File: src/rtl/switch_allocator.sv
// rtl/switch_allocator.sv - per-cycle round-robin switch allocator with wormhole output locks
module switch_allocator #(
    parameter int NUM_PORTS = 7,
    parameter int PORT_W    = $clog2(NUM_PORTS),
    parameter bit LOCK_EN   = 1'b1
) (
    input  logic                             clk_i,
    input  logic                             rst_ni,
    input  logic [NUM_PORTS-1:0]             req_valid_i,
    input  logic [NUM_PORTS-1:0][PORT_W-1:0] req_dir_i,
    input  logic [NUM_PORTS-1:0]             req_tail_i,
    input  logic [NUM_PORTS-1:0]             out_ready_i,
    output logic [NUM_PORTS-1:0]             grant_o,
    output logic [NUM_PORTS-1:0][PORT_W-1:0] xbar_sel_o,
    output logic [NUM_PORTS-1:0]             xbar_valid_o,
    output logic [NUM_PORTS-1:0]             out_locked_o
);

    logic [NUM_PORTS-1:0]                lock_vld_q, lock_vld_d;
    logic [NUM_PORTS-1:0][PORT_W-1:0]    lock_own_q, lock_own_d;
    logic [NUM_PORTS-1:0][PORT_W-1:0]    rr_ptr_q, rr_ptr_d;

    // cand[o][i]: input i is asking for output o this cycle
    logic [NUM_PORTS-1:0][NUM_PORTS-1:0] cand;
    logic [NUM_PORTS-1:0]                win_vld;
    logic [NUM_PORTS-1:0][PORT_W-1:0]    win_idx;
    logic [NUM_PORTS-1:0]                grant;
    int                                  rr_sum;
    logic [PORT_W-1:0]                   rr_idx;

    // Request matrix; out-of-range directions match no output and are never granted
    always_comb begin
        cand = '0;
        for (int o = 0; o < NUM_PORTS; o++) begin
            for (int i = 0; i < NUM_PORTS; i++) begin
                cand[o][i] = req_valid_i[i] && (req_dir_i[i] == PORT_W'(o));
            end
        end
    end

    // Per-output arbitration: locked outputs serve only their owner, free ones go round-robin
    always_comb begin
        win_vld = '0;
        win_idx = '0;
        rr_sum  = 0;
        rr_idx  = '0;
        for (int o = 0; o < NUM_PORTS; o++) begin
            if (out_ready_i[o]) begin
                if (lock_vld_q[o]) begin
                    if (cand[o][lock_own_q[o]]) begin
                        win_vld[o] = 1'b1;
                        win_idx[o] = lock_own_q[o];
                    end
                end else begin
                    // Walk from the far end so the closest candidate to rr_ptr is written last
                    for (int k = NUM_PORTS - 1; k >= 0; k--) begin
                        rr_sum = int'(rr_ptr_q[o]) + k;
                        if (rr_sum >= NUM_PORTS) begin
                            rr_sum = rr_sum - NUM_PORTS;
                        end
                        rr_idx = PORT_W'(rr_sum);
                        if (cand[o][rr_idx]) begin
                            win_vld[o] = 1'b1;
                            win_idx[o] = rr_idx;
                        end
                    end
                end
            end
        end
    end

    // Fold per-output winners into per-input grants (each input asks for one output only)
    always_comb begin
        grant = '0;
        for (int o = 0; o < NUM_PORTS; o++) begin
            if (win_vld[o]) begin
                grant[win_idx[o]] = 1'b1;
            end
        end
    end

    // Lock and round-robin pointer updates driven by this cycle's winners
    always_comb begin
        lock_vld_d = lock_vld_q;
        lock_own_d = lock_own_q;
        rr_ptr_d   = rr_ptr_q;
        for (int o = 0; o < NUM_PORTS; o++) begin
            if (win_vld[o]) begin
                if (!lock_vld_q[o]) begin
                    rr_ptr_d[o] = (win_idx[o] == PORT_W'(NUM_PORTS - 1)) ? '0 : win_idx[o] + 1'b1;
                    if (LOCK_EN && !req_tail_i[win_idx[o]]) begin
                        lock_vld_d[o] = 1'b1;
                        lock_own_d[o] = win_idx[o];
                    end
                end else if (req_tail_i[win_idx[o]]) begin
                    lock_vld_d[o] = 1'b0;
                end
            end
        end
    end

    // State registers with asynchronous reset
    always_ff @(posedge clk_i or negedge rst_ni) begin
        if (!rst_ni) begin
            lock_vld_q <= '0;
            lock_own_q <= '0;
            rr_ptr_q   <= '0;
        end else begin
            lock_vld_q <= lock_vld_d;
            lock_own_q <= lock_own_d;
            rr_ptr_q   <= rr_ptr_d;
        end
    end

    // Combinational outputs are forced quiet while reset is held
    assign grant_o      = rst_ni ? grant   : '0;
    assign xbar_valid_o = rst_ni ? win_vld : '0;
    assign xbar_sel_o   = rst_ni ? win_idx : '0;
    assign out_locked_o = lock_vld_q;

    // A lock owner must keep asking for the output it holds until its tail leaves
    for (genvar go = 0; go < NUM_PORTS; go++) begin : g_owner_chk
        a_owner_dir: assert property (@(posedge clk_i) disable iff (!rst_ni)
            (lock_vld_q[go] && req_valid_i[lock_own_q[go]])
            |-> (req_dir_i[lock_own_q[go]] == PORT_W'(go)));
    end

endmodule
File: config.mk
export PLATFORM = sky130hd
export DESIGN_NAME = switch_allocator
export DESIGN_NICKNAME = d
export VERILOG_FILES = /design/src/rtl/switch_allocator.sv
export SDC_FILE = /design/constraint.sdc
export NUM_CORES = 1
export LEC_CHECK = 0
export CAP_MARGIN = 10
export CORE_ASPECT_RATIO = 0.7
export CORE_MARGIN = 10
export CORE_UTILIZATION = 25
export CTS_CLUSTER_SIZE = 16
export DETAILED_ROUTE_END_ITERATION = 12
export GPL_TIMING_DRIVEN = 1
export PLACE_DENSITY = 0.52
export SYNTH_ARGS = -nofsm -noshare
export SYNTH_HDL_FRONTEND = slang
export SYNTH_SLANG_ARGS = --single-unit
File: constraint.sdc
create_clock -name clk_i -period 8.1 [get_ports clk_i]
set_clock_uncertainty 0.05 [all_clocks]
set_input_delay 2.025 -clock clk_i [delete_from_list [all_inputs] [get_ports clk_i]]
set_output_delay 2.025 -clock clk_i [all_outputs]
set_load 0.02 [all_outputs]
==> results of run 1 <==
-- flip-flops by register name, summed over array words and instances (netlist names) --
signal        count
rr_ptr_q         21
out_locked_o      7
lock_own_q       21
-- power by group through the flow --
stage,Sequential [W],Clock (W),Combinational (W)
floorplan,0.000483,0,0.00446
global placement,0.000532,0,0.00678
finish,0.000536,0.000258,0.00724
CTS,0.000529,0.000261,0.00694
detailed placement,0.000534,0,0.00683
global route,0.000550,0.000269,0.00782
-- placed cells by master (no fill, tap or decap), drive strengths merged, types with 12 or more instances in the layout --
cell type	n
buf	409
mux2i	154
nor2	149
o21ai	136
nand2	130
a21oi	94
inv	85
ha	75
mux2	56
clkdlybuf4s50	55
nand3	50
dfrtp	49
nand2b	41
nor3	40
mux4	35
and2	34
nor2b	33
a31oi	33
xnor2	31
a211oi	31
nand4b	26
a21o	26
or2	23
o211ai	22
or3	20
nor4bb	19
nand3b	18
xor2	18
and3	17
a31o	17
nor3b	16
o21a	16
dlymetal6s2s	16
and4b	14
o31ai	13
o22ai	12
a21boi	12
-- worst paths after layout --
path | to | slack, ns | cells past startpoint
worst max-delay path | grant_o[5] | 0.03 | 18
worst min-delay path | lock_own_q[17] | 0.48 | 1
worst max register to register | lock_own_q[7] | 2.37 | 17
worst min register to register | lock_own_q[17] | 0.48 | 1
max in group asynchronous | rr_ptr_q[5] | 5.83 | 2
min in group asynchronous | out_locked_o[0] | 1.50 | 1
-- cell usage after synthesis, drive strengths merged (12+ instances only) --
cell    count
buf        28
mux2       56
and4b      14
a211oi     31
xor2       18
nand3b     18
ha         75
nor2b      33
clkbuf     68
mux4       35
or2        23
or3        20
o21ai     136
a21oi      94
a21boi     12
nand2b     41
and2       34
mux2i     154
o22ai      12
and3       17
a31oi      33
nor2      149
dfrtp      49
inv        85
o21a       16
nor3b      16
nor4bb     19
a31o       17
nand2     130
xnor2      31
nand3      50
nand4b     26
a21o       26
nor3       40
o211ai     22
o31ai      13
-- layout make-up --
type	instances	share of cell area, %
Multi-Input combinational cell	1604	65.1
Timing Repair Buffer	488	21.3
Sequential cell	49	6.38
Tap cell	740	4.82
Inverter	85	1.66
Clock buffer	5	0.651
Clock inverter	2	0.182
-- logic make-up after synthesis --
logic type / count (synthesis) / share of synthesized area (%)
buffers and inverters: 181 / 5.26
multiplexers: 245 / 21.1
AND/OR/NAND/NOR: 693 / 27.9
flip-flops: 49 / 8.69
AO/OA/AOI/OAI: 533 / 26.1
adder cells (fa/ha/maj): 84 / 7.93
XOR/XNOR: 49 / 3.04
-- routing by layer --
metal,global-route usage (%),up-vias,wire (um)
li1,-,7778,-
met3,5.39,68,6840
met2,25.3,759,24900
met5,0,-,0
met4,2.70,0,899
met1,26.9,8182,31000
-- stage by stage --
stage / util [%] / std cells / instance area [um2]
after global placement: 33.3 / 2946 / 18500
after floorplan: - / 1834 / 14100
after global routing: 34.6 / 2973 / 19200
after CTS: 33.9 / 2961 / 18800
after detailed placement: 33.3 / 2946 / 18500
final: 34.6 / 2973 / 19200
-- timing repair --
| action | 4_1_cts | 5_1_grt |
|---|---|---|
| endpoints found under the setup margin | 10 | 15 |
| pin swaps | 9 | 20 |
| setup buffers | 8 | 12 |
| gates resized for setup | 43 | 83 |
==> summary.txt, run 1 <==
Outcome
  • Result of the run: completed

Critical path
  • Crit path required time: 6.03 ns
  • Element type at the critical path end: output pin
  • Worst flop-to-flop path startpoint: rr_ptr_q[6]
  • CP Cell Sequence: clkdlybuf4s50_1 -> buf_6 -> nand4b_1 -> buf_12 -> mux4_2 -> o211ai_1 -> buf_4 -> mux2i_4 -> a2111oi_4 -> a2111oi_4 -> buf_6 -> buf_4 -> buf_4 -> buf_4 -> a222oi_1 -> a31oi_1 -> buf_4 -> buf_4
  • Kind of start point of the critical path: input pin
  • Biggest fanout along the worst timing path: 9
  • Critical path class: in2out
  • Crit-path max cell delay: 0.47 ns
  • Slowest stage cell, crit path: sky130_fd_sc_hd__clkdlybuf4s50_1
  • Worst path most repeated cell: sky130_fd_sc_hd__buf_4
  • Critical Path Source: req_dir_i[2]
  • Buffers and inverters on the worst path: 10
  • Cell family with most CP delay: buffers and inverters
  • Arrival time worst endpoint: 6.00 ns

Clock tree
  • H-tree Lvls: 2
  • CTS buffer count: 5
  • Max Root-Sink Buffers: 2
  • TritonCTS clock tree: yes
  • Skew-Pair Late Insertion Delay: 0.31 ns
  • Clock sink total: 49
  • Cell chosen for the clock root: sky130_fd_sc_hd__clkbuf_16
  • Clock transition at the registers of the reported paths: 0.07 ns
  • Cts-stage hold buffer count: 0

Layout
  • Fin nets: 2361
  • Fillcell total: 5760
  • Ant. Diodes: 0
  • Share of post-route cells with drive strength above 1: 27.7%
  • Area of the multi-input gates: 0.0125 mm2
  • Sequential standard cell area: 0.00123 mm2
  • Area Overhead vs Synth: 36.3%

Logic synthesis
  • Mean cell area of the mapped netlist: 7.69 um2
  • Sequential fraction of the synthesis area: 8.69%
  • Netlist Area Pre-Place: 0.0141 mm2
  • Number of warnings printed during yosys synthesis: 0
  • Yosys top cell by area: sky130_fd_sc_hd__mux2i_1
  • Post-synth net total: 1962
  • Main flop type after synthesis: sky130_fd_sc_hd__dfrtp_1
  • EDFF count, synth: 0
  • Flop and latch count out of synthesis: 49
  • Number of different library cells in the post-synthesis netlist: 108
  • Share of async-settable or async-resettable flops after synthesis: 100%
  • Post-synth top area share: 10.9%
  • Cell count after synthesis: 1834
  • Most area-consuming cells after synthesis: sky130_fd_sc_hd__mux2i_1 (11%), sky130_fd_sc_hd__dfrtp_1 (8.7%), sky130_fd_sc_hd__ha_1 (6.7%)

Timing
  • Sum Neg Setup Slack: 0 ns
  • Final Hold Fails: 0
  • Total of endpoints with negative setup slack in the final report: 0
  • Portion of the clock cycle consumed by the worst path in the final layout: 99.7%
  • Worst setup slack after layout: 0.0256 ns
  • Tightest Pin Transition: 0.970 ns
  • Final-layout worst hold slack: 0.476 ns
  • Post-layout min period: 8.07 ns
  • Highest Clock Rate: 0.124 GHz
  • Setup repair after global routing missed its margin: yes
  • Relative slew slack: 35.3%
  • Max-slew violation count: 0

Die
  • Std cell rows: 72
  • Num ports: 86
  • Area of the placeable core: 0.0556 mm2
  • Die Outline Area: 0.0665 mm2
  • Width of the die: 304 um
  • Die H: 219 um
  • Starting density of the core: 25.4%

GRT
  • Wire length of the first global-routing pass: 96.4 mm
  • Number of global-route vias before repair: 15.9k
  • Global-route congestion overflow total: 0
  • All-layer global routing usage: 18.1%
  • Antenna violations before repair: 1
  • Pin count of the biggest net entering global routing: 30

Pwr
  • Overall power of the completed layout: 0.00803 W
  • Net load switching power: 0.00444 W
  • Proportion of power drawn by combinational gates: 90.1%
  • Clock power share: 3.2%
  • Worst vdd rail ir drop: 0.168 mV
  • Sw frac: 55.4%
  • Total leakage power: 8.28 nW
  • Portion of total power attributed to sequential cells: 6.7%
  • Internal: 0.00358 W
  • Total power divided by cell area: 418 mW/mm2

Drt
  • 1st-pass router iterations: 6
  • Post-route ant nets: 0
  • Vias per cell: 5.65
  • Number of design-rule violations left by the first detailed-router iteration: 1766
  • Wire length after detailed routing: 63.7 mm
  • Routed length per instance: 21.4 um
  • Number of vias in the routed layout: 16.8k
  • Remaining routing DRC violations: 0

Place
  • Post-Place Setup Slack: -0.680 ns
  • Dpl hpwl: 52.5 mm
  • Number of buffers inserted by port buffering: 85
  • Global placement routability congestion: 0.976

Worst hold path
  • Type of the tightest min-delay check: reg2reg
  • Origin of the worst min-delay path: lock_own_q[17]

Run
  • Number of maximum-capacitance violations: 0
Note: power is estimated with default switching activity, not from simulation.
==> run 2, diff against run 1 <==
--- a/config.mk
+++ b/config.mk
@@ -12,7 +12,7 @@
 export CTS_CLUSTER_SIZE = 16
 export DETAILED_ROUTE_END_ITERATION = 12
 export GPL_TIMING_DRIVEN = 1
-export PLACE_DENSITY = 0.52
+export PLACE_DENSITY = 0.54
 export SYNTH_ARGS = -nofsm -noshare
 export SYNTH_HDL_FRONTEND = slang
 export SYNTH_SLANG_ARGS = --single-unit
==> constraint.sdc (replaced) <==
create_clock -name clk_i -period 7 [get_ports clk_i]
set_clock_uncertainty 0.05 [all_clocks]
set_input_delay 1.75 -clock clk_i [delete_from_list [all_inputs] [get_ports clk_i]]
set_output_delay 1.75 -clock clk_i [all_outputs]
set_load 0.02 [all_outputs]
==> run 2 against run 1 <==
The flow now finishes with violations (negative setup slack). Non-clock buffer count increased by 130. Routed wire length increased by 4.5%. Clock-buffer cell count increased by 2. Design area increased by 7.5%. Register-to-register slack got worse by 0.69 ns. Total power increased by 27%. Global-route usage increased by 0.66 points. Sequential share of layout area decreased by 0.45 points. Critical endpoint is now grant_o[4]. Largest power group unchanged.
==> summary.txt, run 2 (synthesis results as in run 1) <==
Critical path
  • Slowest stage cell, crit path: sky130_fd_sc_hd__or4b_4
  • Kind of start point of the critical path: input pin
  • Buffers and inverters on the worst path: 3
  • CP Cell Sequence: buf_2 -> buf_12 -> or4b_4 -> mux4_2 -> nand2b_4 -> o211a_1 -> a2111oi_4 -> o41ai_4 -> and2_4 -> a22o_1 -> o41a_1 -> buf_6
  • Critical Path Source: req_dir_i[1]
  • Reg2Reg Setup Slack: 1.68 ns
  • Worst flop-to-flop path startpoint: rr_ptr_q[0]
  • Biggest fanout along the worst timing path: 8
  • Crit path required time: 5.20 ns
  • Number of cells on the worst reg-to-reg path: 17
  • Cell family with most CP delay: compound AO/OA/AOI/OAI gates
  • Critical path class: in2out
  • Crit-path max cell delay: 0.58 ns
  • Element type at the critical path end: output pin
  • Arrival time worst endpoint: 5.25 ns
  • Crit Reg-Reg Endpoint: lock_own_q[0]
  • Cell depth of the worst setup path: 12

Run
  • Number of maximum-capacitance violations: 0

Worst hold path
  • Origin of the worst min-delay path: lock_own_q[2]
  • Type of the tightest min-delay check: reg2reg
  • Hold Path End: lock_own_q[2]
  • Number of cells on the worst hold path: 1

GRT
  • Number of global-route vias before repair: 16.5k
  • Pin count of the biggest net entering global routing: 32
  • Global-route congestion overflow total: 0
  • All-layer global routing usage: 18.7%
  • Wire length of the first global-routing pass: 99.4 mm
  • Antenna violations before repair: 2

Layout
  • Final Instance Area: 0.0207 mm2
  • Share of post-route cells with drive strength above 1: 35.7%
  • Util after Layout: 37.2%
  • Fin nets: 2491
  • Commonest non-fill, non-tap cell in the layout: sky130_fd_sc_hd__buf_4
  • Most frequent cells in the layout: sky130_fd_sc_hd__buf_4 (482), sky130_fd_sc_hd__mux2i_1 (145), sky130_fd_sc_hd__nor2_1 (143), sky130_fd_sc_hd__nand2_1 (129), sky130_fd_sc_hd__o21ai_0 (117)
  • Area Overhead vs Synth: 46.5%

Drt
  • Routed length per instance: 21.4 um
  • Number of design-rule violations left by the first detailed-router iteration: 1654
  • Number of vias in the routed layout: 17.4k
  • Remaining routing DRC violations: 0
  • 1st-pass router iterations: 9
  • Wire length after detailed routing: 66.6 mm
  • Post-route ant nets: 0
  • Vias per cell: 5.59

Place
  • Post-Place Setup Slack: -1.24 ns
  • Global placement routability congestion: 0.958
  • Placed instance area: 0.0191 mm2
  • Dpl hpwl: 53.9 mm
  • Number of buffers inserted by port buffering: 85

Timing
  • Relative slew slack: 34.2%
  • Portion of the clock cycle consumed by the worst path in the final layout: 101%
  • Total of endpoints with negative setup slack in the final report: 6
  • Sum Neg Setup Slack: -0.253 ns
  • Worst setup slack after layout: -0.0545 ns
  • Highest Clock Rate: 0.142 GHz
  • Setup repair after global routing missed its margin: yes
  • Max-slew violation count: 0
  • Final Hold Fails: 0
  • Tightest Pin Transition: 0.985 ns
  • Post-layout min period: 7.05 ns

Clock tree
  • CTS buffer count: 5
  • TritonCTS clock tree: yes
  • Cell chosen for the clock root: sky130_fd_sc_hd__clkbuf_16
  • Max Root-Sink Buffers: 2
  • H-tree Lvls: 2
  • Clock transition at the registers of the reported paths: 0.07 ns
  • Clock sink total: 49
  • Skew-Pair Late Insertion Delay: 0.31 ns

Outcome
  • Violations in the final reports: negative setup slack
  • Result of the run: finished with violations

Die
  • Width of the die: 304 um
  • Starting density of the core: 25.4%
  • Die H: 219 um
  • Area of the placeable core: 0.0556 mm2
  • Num ports: 86
  • Die Outline Area: 0.0665 mm2
  • Std cell rows: 72

Pwr
  • Overall power of the completed layout: 0.0102 W
  • Total leakage power: 8.98 nW
  • Total power divided by cell area: 494 mW/mm2
  • Worst vdd rail ir drop: 0.242 mV
## run 2: per-layer routing
metal,GRT usage [%],share of wire (%),up-vias
met2,25.7,38,794
met4,4.66,2.5,4
met1,27.3,48,8432
met3,6.03,11,78
li1,-,-,8045
met5,1.45,0.26,-
## run 2: per-stage QoR
step	std cells	hold slack, ns
floorplan	1834	0.416
global placement	3028	0.432
detailed placement	3028	0.438
CTS	3088	0.453
global route	3105	0.476
finish	3105	0.454
## run 2: cell type report
class | instances | area (um2)
Fill cell | 5701 | 34900
Multi-Input combinational cell | 1604 | 12900
Timing Repair Buffer | 618 | 5120
Sequential cell | 49 | 1230
Tap cell | 740 | 926
Inverter | 85 | 319
Clock buffer | 7 | 143
Clock inverter | 1 | 30.0
Antenna cell | 1 | 2.50
## run 2: power by group
part,internal [W],total (W),switching (W)
clock,0.000179,0.000306,0.000127
sequential,0.000398,0.000610,0.000213
combinational,0.00416,0.00930,0.00514
total,0.00474,0.0102,0.00548
## run 2: timing repair
item,CTS,global route
buffers inserted,50,15
endpoints found under the setup margin,32,21
pin swaps,49,50
gates cloned,4,1
hold buffers,0,0
resized for setup,260,88
## run 2: worst register-to-register path: stages, from the launching register on
cell	delay, ns
sky130_fd_sc_hd__dfrtp_1	0.53
sky130_fd_sc_hd__inv_1	0.23
sky130_fd_sc_hd__ha_1	0.26
sky130_fd_sc_hd__xnor2_1	0.63
sky130_fd_sc_hd__a21oi_1	0.35
sky130_fd_sc_hd__and3_1	0.26
sky130_fd_sc_hd__o311ai_1	0.33
sky130_fd_sc_hd__buf_4	0.18
sky130_fd_sc_hd__a21boi_2	0.26
sky130_fd_sc_hd__nor2_1	0.15
sky130_fd_sc_hd__o41ai_4	0.35
sky130_fd_sc_hd__buf_6	0.16
sky130_fd_sc_hd__buf_4	0.16
sky130_fd_sc_hd__mux2_4	0.33
sky130_fd_sc_hd__mux2i_4	0.15
sky130_fd_sc_hd__mux2i_1	0.14
sky130_fd_sc_hd__or3_4	0.38
sky130_fd_sc_hd__mux2_4	0.31
## run 2: worst max path at each step
| stage | end | slack (ns) |
|---|---|---|
| CTS | grant_o[4] | -0.02 |
| global placement | grant_o[0] | -1.34 |
| floorplan | grant_o[2] | 0.28 |
| finish | grant_o[4] | -0.05 |
| detailed placement | grant_o[0] | -1.24 |
| global route | grant_o[0] | -0.14 |
